File: config.mk
export PLATFORM = sky130hd
export DESIGN_NAME = imem_loader_ctrl
export DESIGN_NICKNAME = d
export VERILOG_FILES = /design/src/rtl/imem_loader_ctrl.sv
export SDC_FILE = /design/constraint.sdc
export NUM_CORES = 1
export LEC_CHECK = 0
export CORE_AREA = 2 2 88 90
export CTS_BUF_LIST = sky130_fd_sc_hd__clkbuf_8
export DETAILED_ROUTE_END_ITERATION = 8
export DIE_AREA = 0 0 90 92
export PLACE_DENSITY = 0.69
export SYNTH_ARGS = -nofsm -noshare
export SYNTH_HDL_FRONTEND = slang
export SYNTH_SLANG_ARGS = --single-unit
File: constraint.sdc
create_clock -name clk -period 1.74 [get_ports clk]
set_clock_uncertainty 0.05 [all_clocks]
set_input_delay 0.522 -clock clk [delete_from_list [all_inputs] [get_ports clk]]
set_output_delay 0.522 -clock clk [all_outputs]
set_load 0.05 [all_outputs]
File: src/rtl/imem_loader_ctrl.sv
// imem_loader_ctrl: reloads instruction memory from the UART RX FIFO while holding the CPU in reset.
// Optional `IMEM_LOADER_CHECKSUM_EN adds a mod-256 checksum of the last loaded image.
module imem_loader_ctrl #(
  parameter int          DEPTH       = 512,
  parameter int          ADDR_W      = 9,
  parameter logic [31:0] BASE_ADDR   = 32'h0,
  parameter int          HOLD_CYCLES = 4
) (
  input  logic              clk,
  input  logic              reset_n,
  input  logic              fifo_full,
  input  logic [7:0]        fifo_rd,
  output logic [ADDR_W-1:0] fifo_ra,
  output logic              fifo_ra_sel,
  output logic              fifo_full_ack,
  output logic              cpu_reset_n,
  input  logic              cpu_mem_wen,
  input  logic [31:0]       cpu_mem_wa,
  input  logic [31:0]       cpu_mem_wd,
  input  logic [2:0]        cpu_mem_funct3,
  output logic              mem_wen,
  output logic [31:0]       mem_wa,
  output logic [31:0]       mem_wd,
  output logic [2:0]        mem_funct3,
  output logic              busy
`ifdef IMEM_LOADER_CHECKSUM_EN
  ,
  output logic [7:0]        load_checksum
`endif
);
  typedef enum logic [2:0] {HOLD, IDLE, FILL, LAST, ACK, WAIT_CLR} state_t;
  localparam int CW = HOLD_CYCLES > 1 ? $clog2(HOLD_CYCLES) : 1;
  state_t        state;
  logic [CW-1:0] cnt;
  logic          ld_wen;
  logic [31:0]   ld_wa;
  always_ff @(posedge clk)
    if (!reset_n) begin
      state         <= HOLD;
      cnt           <= CW'(HOLD_CYCLES - 1);
      fifo_ra       <= '0;
      fifo_ra_sel   <= 1'b0;
      fifo_full_ack <= 1'b0;
      cpu_reset_n   <= 1'b0;
      busy          <= 1'b1;
      ld_wen        <= 1'b0;
      ld_wa         <= '0;
`ifdef IMEM_LOADER_CHECKSUM_EN
      load_checksum <= '0;
`endif
    end else begin
      // write stage trails the FIFO read issue by one cycle, matching the FIFO read latency
      ld_wen        <= state == FILL;
      ld_wa         <= BASE_ADDR + 32'(fifo_ra);
      fifo_full_ack <= 1'b0;
`ifdef IMEM_LOADER_CHECKSUM_EN
      if (state == IDLE && fifo_full)
        load_checksum <= '0;
      else if (ld_wen)
        load_checksum <= load_checksum + fifo_rd;
`endif
      case (state)
        HOLD:
          if (cnt == '0) begin
            state       <= IDLE;
            cpu_reset_n <= 1'b1;
            busy        <= 1'b0;
          end else
            cnt <= cnt - 1'b1;
        IDLE:
          if (fifo_full) begin
            state       <= FILL;
            fifo_ra     <= '0;
            fifo_ra_sel <= 1'b1;
            cpu_reset_n <= 1'b0;
            busy        <= 1'b1;
          end
        FILL:
          if (fifo_ra == ADDR_W'(DEPTH - 1)) begin
            state       <= LAST;
            fifo_ra     <= '0;
            fifo_ra_sel <= 1'b0;
          end else
            fifo_ra <= fifo_ra + 1'b1;
        LAST: begin
          state         <= ACK;
          fifo_full_ack <= 1'b1;
        end
        ACK: state <= WAIT_CLR;
        WAIT_CLR:
          if (!fifo_full) begin
            state <= HOLD;
            cnt   <= CW'(HOLD_CYCLES - 1);
          end
        default: state <= HOLD;
      endcase
    end
  // outside IDLE the CPU port is cut off; only loader writes reach memory
  assign mem_wen    = state == IDLE ? cpu_mem_wen : ld_wen;
  assign mem_wa     = state == IDLE ? cpu_mem_wa : ld_wen ? ld_wa : '0;
  assign mem_wd     = state == IDLE ? cpu_mem_wd : ld_wen ? {24'b0, fifo_rd} : '0;
  assign mem_funct3 = state == IDLE ? cpu_mem_funct3 : 3'b000;
endmodule
# Yosys cells after proc, flatten, opt, wreduce, memory -nomap -nowiden
# Index checks and enable logic that the tools add are counted.
[word_totals]
register_bits = 51
out_inout_bits = 81
wordCells = 59
in_bits = 79
[classes]
n_reduce_logical = 10
eq_ne = 11
n_addsub = 2
mux = 26
[op_table]
columns = ["operator", "n"]
rows = [
  ["$mux 32", 3],
  ["$mux 9", 2],
  ["$pmux 3 s6", 1],
  ["$pmux 9 s2", 1],
  ["$mux 3", 5],
  ["$add 9x1->9 const B", 1],
  ["$eq 9x9->1 const B", 1],
  ["$reduce_and 3->1", 3],
  ["$mux 8", 1],
  ["$ne 2x2->1 const B", 4],
  ["$mux 1", 7],
  ["$eq 3x2->1 const B", 2],
  ["$eq 3x3->1 const B", 2],
  ["$pmux 1 s2", 3],
  ["$reduce_bool 2->1", 3],
  ["$mux 2", 2],
  ["$pmux 2 s2", 1],
  ["$reduce_and 4->1", 1],
  ["$eq 3x1->1 const B", 1],
  ["$logic_not 3->1", 1],
  ["$logic_not 2->1", 1],
  ["$ne 2x1->1 const B", 1],
  ["$reduce_and 2->1", 1],
  ["$sub 2x1->2 const B", 1],
]

# Longest topological paths before layout
[depth]
word_depth = 3
ltp_mapped = 7

# Worst setup path before layout
# Ideal clock, no wire load.
[synth_timing]
path_type = "register to output"
start = "register state[0]"
end = "output port mem_wd[5]"
setup_slack_ns = -0.818
arrival_time_ns = 1.986
t_required_ns = 1.168
stages_incl_launch_ff = 6
cell_sequence = "dfxtp_1 -> buf_6 -> nor3b_1 -> buf_2 -> buf_2 -> o21ai_0"
[synth_via]
elab_chain_cells = 2
[synth_lines]
columns = ["item", "line_no", "text"]
rows = [
  ["from (decl)", "33", "state_t state;"],
  ["from (signal assigned)", "39", "state <= HOLD;"],
  ["from (signal assigned)", "65", "state <= IDLE;"],
  ["from (signal assigned)", "72", "state <= FILL;"],
  ["$eq 3x1->1", "101", "assign mem_wd = state == IDLE ? cpu_mem_wd : ld_wen ? {24'b0, fifo_rd} : '0;"],
  ["$mux 32", "101", ""],
  ["to (decl)", "23", "output logic [31:0] mem_wd,"],
]
# Every way passes these cells.

# Worst setup path after layout
[layout_timing]
start = "register state[2]"
end = "output port mem_wd[1]"
# The elaborated chain is that of the path after synthesis.

==> results.sh <==
export IMPL_initial_utilization_pct=24.2
export IMPL_clock_latency_ns=0.28
export IMPL_clk_pin_slew_ns=0.10
export IMPL_cts_max_level=1
export IMPL_path_buf_inv=4
export IMPL_timing_rr_end="fifo_ra[4]"
export IMPL_hp_start="cnt[1]"
export IMPL_grt_pass1_wl_mm=12.9
export IMPL_maxSlewViolCount=0
export IMPL_gr_total_overflow=0
export IMPL_cts_buffers=3
export IMPL_synth_ff_type="dfxtp_1"
export IMPL_crit_fanout=9
export IMPL_vias_per_cell=4.54
export IMPL_cts_tree="done"
export IMPL_syn2layout_area_growth_pct=186
export IMPL_whs_ns=0.439
export IMPL_core_um2=7450
export IMPL_cts_root_buffer="clkbuf_8"
export IMPL_ys_seq_area_share_pct=31.1
export IMPL_synth_edff_count=0
export IMPL_synth_top_cell_area_share_pct=31.1
export IMPL_synth_nets=321
export IMPL_first_iter_violations=52
export IMPL_cts_buffer_depth=2
export IMPL_hpwl_mm=6.79
export IMPL_cellLeakagePower_nw=2.08
export IMPL_synthesis_area_um2=1800
export IMPL_tightestPinTransition_ns=0.298
export IMPL_finalWeightedCongestion=0.857
export IMPL_status="finished, violations left"
export IMPL_dieWidth_um=90
export IMPL_ir_worst_vdd_v=0.000576
export IMPL_cp_cell_sequence="nor3b_4 > buf_12 > clkbuf_16 > buf_12 > o21ai_4 > buf_12"
export IMPL_remaining_drc_errors=0
export IMPL_antenna_found_initial=0
export IMPL_utilization_pct=69.3
export IMPL_critical_path_class="flop to primary output"
export IMPL_n_antenna_cell=0
export IMPL_slowest_stage="dfxtp_2"
export IMPL_drtAntennaViolNets=0
export IMPL_holdCritPathClass="flop to flop"
export IMPL_slew_headroom_pct=80.1
export IMPL_fin_area_um2=5160
export IMPL_io_pins=160
export IMPL_min_path_cells=2
export IMPL_rsz0062_at_grt="true"
export IMPL_finalHoldViolCount=0
export IMPL_max_freq_mhz=469
export IMPL_power_per_cell_area_nw_per_um2=798
export IMPL_grt_usage_pct=19.5
export IMPL_synthArstFlopShare_pct=0
export IMPL_grt_max_degree=25
export IMPL_routed_wl_mm=8.87
export IMPL_wl_per_cell_um=17.0
export IMPL_synth_most_common_cell="and2_1"
export IMPL_ys_ff_latch=28
export IMPL_setup_ws_ns=-0.391
export IMPL_end_kind="primary output"
export IMPL_synth_area_per_cell_um2=7.54
export IMPL_cap_violations=0
export IMPL_max_stage_delay_ns=0.35
export IMPL_period_needed_ns=2.13
export IMPL_reg2reg_slack_ns=0.05
export IMPL_rows=32
export IMPL_reg2reg_from="fifo_ra[1]"
export IMPL_syn_inst=239
export IMPL_dr_pass1_iters=4
export IMPL_ys_top_cells_by_count="61 x and2_1, 40 x nand2_1, 28 x dfxtp_1"
export IMPL_drive_gt1_share_pct=52.5
export IMPL_fin_crit_sh_pct=122
export IMPL_worst_r2r_path_depth=7
export IMPL_power_w=0.00412
export IMPL_synth_top_area_cell="dfxtp_1"
export IMPL_ys_types=46
export IMPL_cts_hold_buffers=0
export IMPL_start_kind="flop"
export IMPL_min_to="cnt[1]"
export IMPL_setup_violations=68
export IMPL_cp_top_family="buffers and inverters"
export IMPL_die_h_um=92
export IMPL_yosys_top_cells_area="dfxtp_1 31%, and2_1 21%, nand2_1 8.3%"
export IMPL_dieArea_um2=8280
export IMPL_arrival_ns=1.56
export IMPL_nets=504
export IMPL_violations="setup timing"
export IMPL_synth_warning_count=0
export IMPL_place_area_um2=4880
export IMPL_vias=2373
export IMPL_port_buffers=159
export IMPL_grt_pass1_vias=2395
export IMPL_crit_top_cell="buf_12"
export IMPL_cts_sinks=28
export IMPL_crit_required_ns=1.17
-- cells by family after synthesis --
group / Yosys count / share of synthesized area (%)
xor+xnor: 2 / 0.972
simple gates: 137 / 42.9
fa+ha+maj: 3 / 2.08
flops: 28 / 31.1
buf+inv: 25 / 5.90
mux: 2 / 1.18
compound gates: 42 / 15.9
-- routing by layer --
metal | vias up | part of all wire (%) | track usage [%]
met4 | 0 | 1.6 | 3.59
li1 | 1166 | - | -
met1 | 1086 | 41 | 24.2
met5 | - | 0 | 0
met3 | 8 | 10 | 7.97
met2 | 113 | 47 | 32.1
-- stage by stage --
stage | setup WS (ns) | std cells | TNS, ns
2_1_floorplan | -0.0420 | 239 | -1.76
3_3_place_gp | -0.369 | 510 | -9.74
3_5_place_dp | -0.415 | 510 | -10.64
4_1_cts | -0.394 | 519 | -24.25
5_1_grt | -0.435 | 523 | -26.15
6_report | -0.391 | 523 | -22.67
-- how the worst max path moves through the flow --
stage / from / to / cells past startpoint
floorplan: state[0] / mem_wa[20] / 5
global placement: reset_n / fifo_ra[5] / 4
detailed placement: reset_n / fifo_ra[5] / 4
CTS: state[1] / mem_wd[7] / 6
global route: state[2] / mem_wd[7] / 6
finish: state[2] / mem_wd[1] / 6
-- sequential cells by signal, indices dropped and copies added (netlist names) --
signal,cells
fifo_full_ack,1
ld_wa,9
cnt,2
ld_wen,1
busy,1
cpu_reset_n,1
state,3
fifo_ra_sel,1
fifo_ra,9
-- worst min-delay path: stages, from the launching register on --
cell and delay, ns:
dfxtp_1 0.31, inv_1 0.07, a31oi_1 0.07
-- report_power, final --
| part | leakage (nW) | internal, W | switching [W] |
|---|---|---|---|
| Clock | 0.0288 | 0.000203 | 0.000203 |
| Combinational | 1.82 | 0.00151 | 0.00146 |
| Sequential | 0.232 | 0.000695 | 0.0000432 |
-- timing repair --
item | in CTS | in global routing
resized for setup | 20 | 11
gates cloned | 1 | 2
pin swaps | 6 | 10
endpoints found under the setup margin | 73 | 73
buffers inserted | 4 | 4
-- cell usage in the layout, fill, tap and decap left out, types with 3 or more instances in the layout --
master,netlist,final
a21boi_0,3,3
a221o_1,3,3
and2_1,61,10
and2_2,0,10
and2_4,0,41
and3_1,3,3
buf_12,0,88
buf_4,0,23
buf_6,1,5
clkbuf_8,0,4
clkdlybuf4s50_1,0,77
dfxtp_1,28,18
dfxtp_2,0,8
inv_1,7,6
nand2_1,40,33
nand2_2,0,3
nand2_4,0,4
nand3_1,4,3
nand4_1,3,3
nor2_1,5,5
o21ai_0,20,3
o21ai_4,0,17
-- layout make-up --
class,instances,area [um2]
multi-input combinational,186,1550
timing repair buffer,196,2820
tap,102,128
fill,540,2280
sequential,28,578
inverter,7,26.3
clock buffer,4,55.1
No activity file was read; power rests on OpenSTA's default activity.
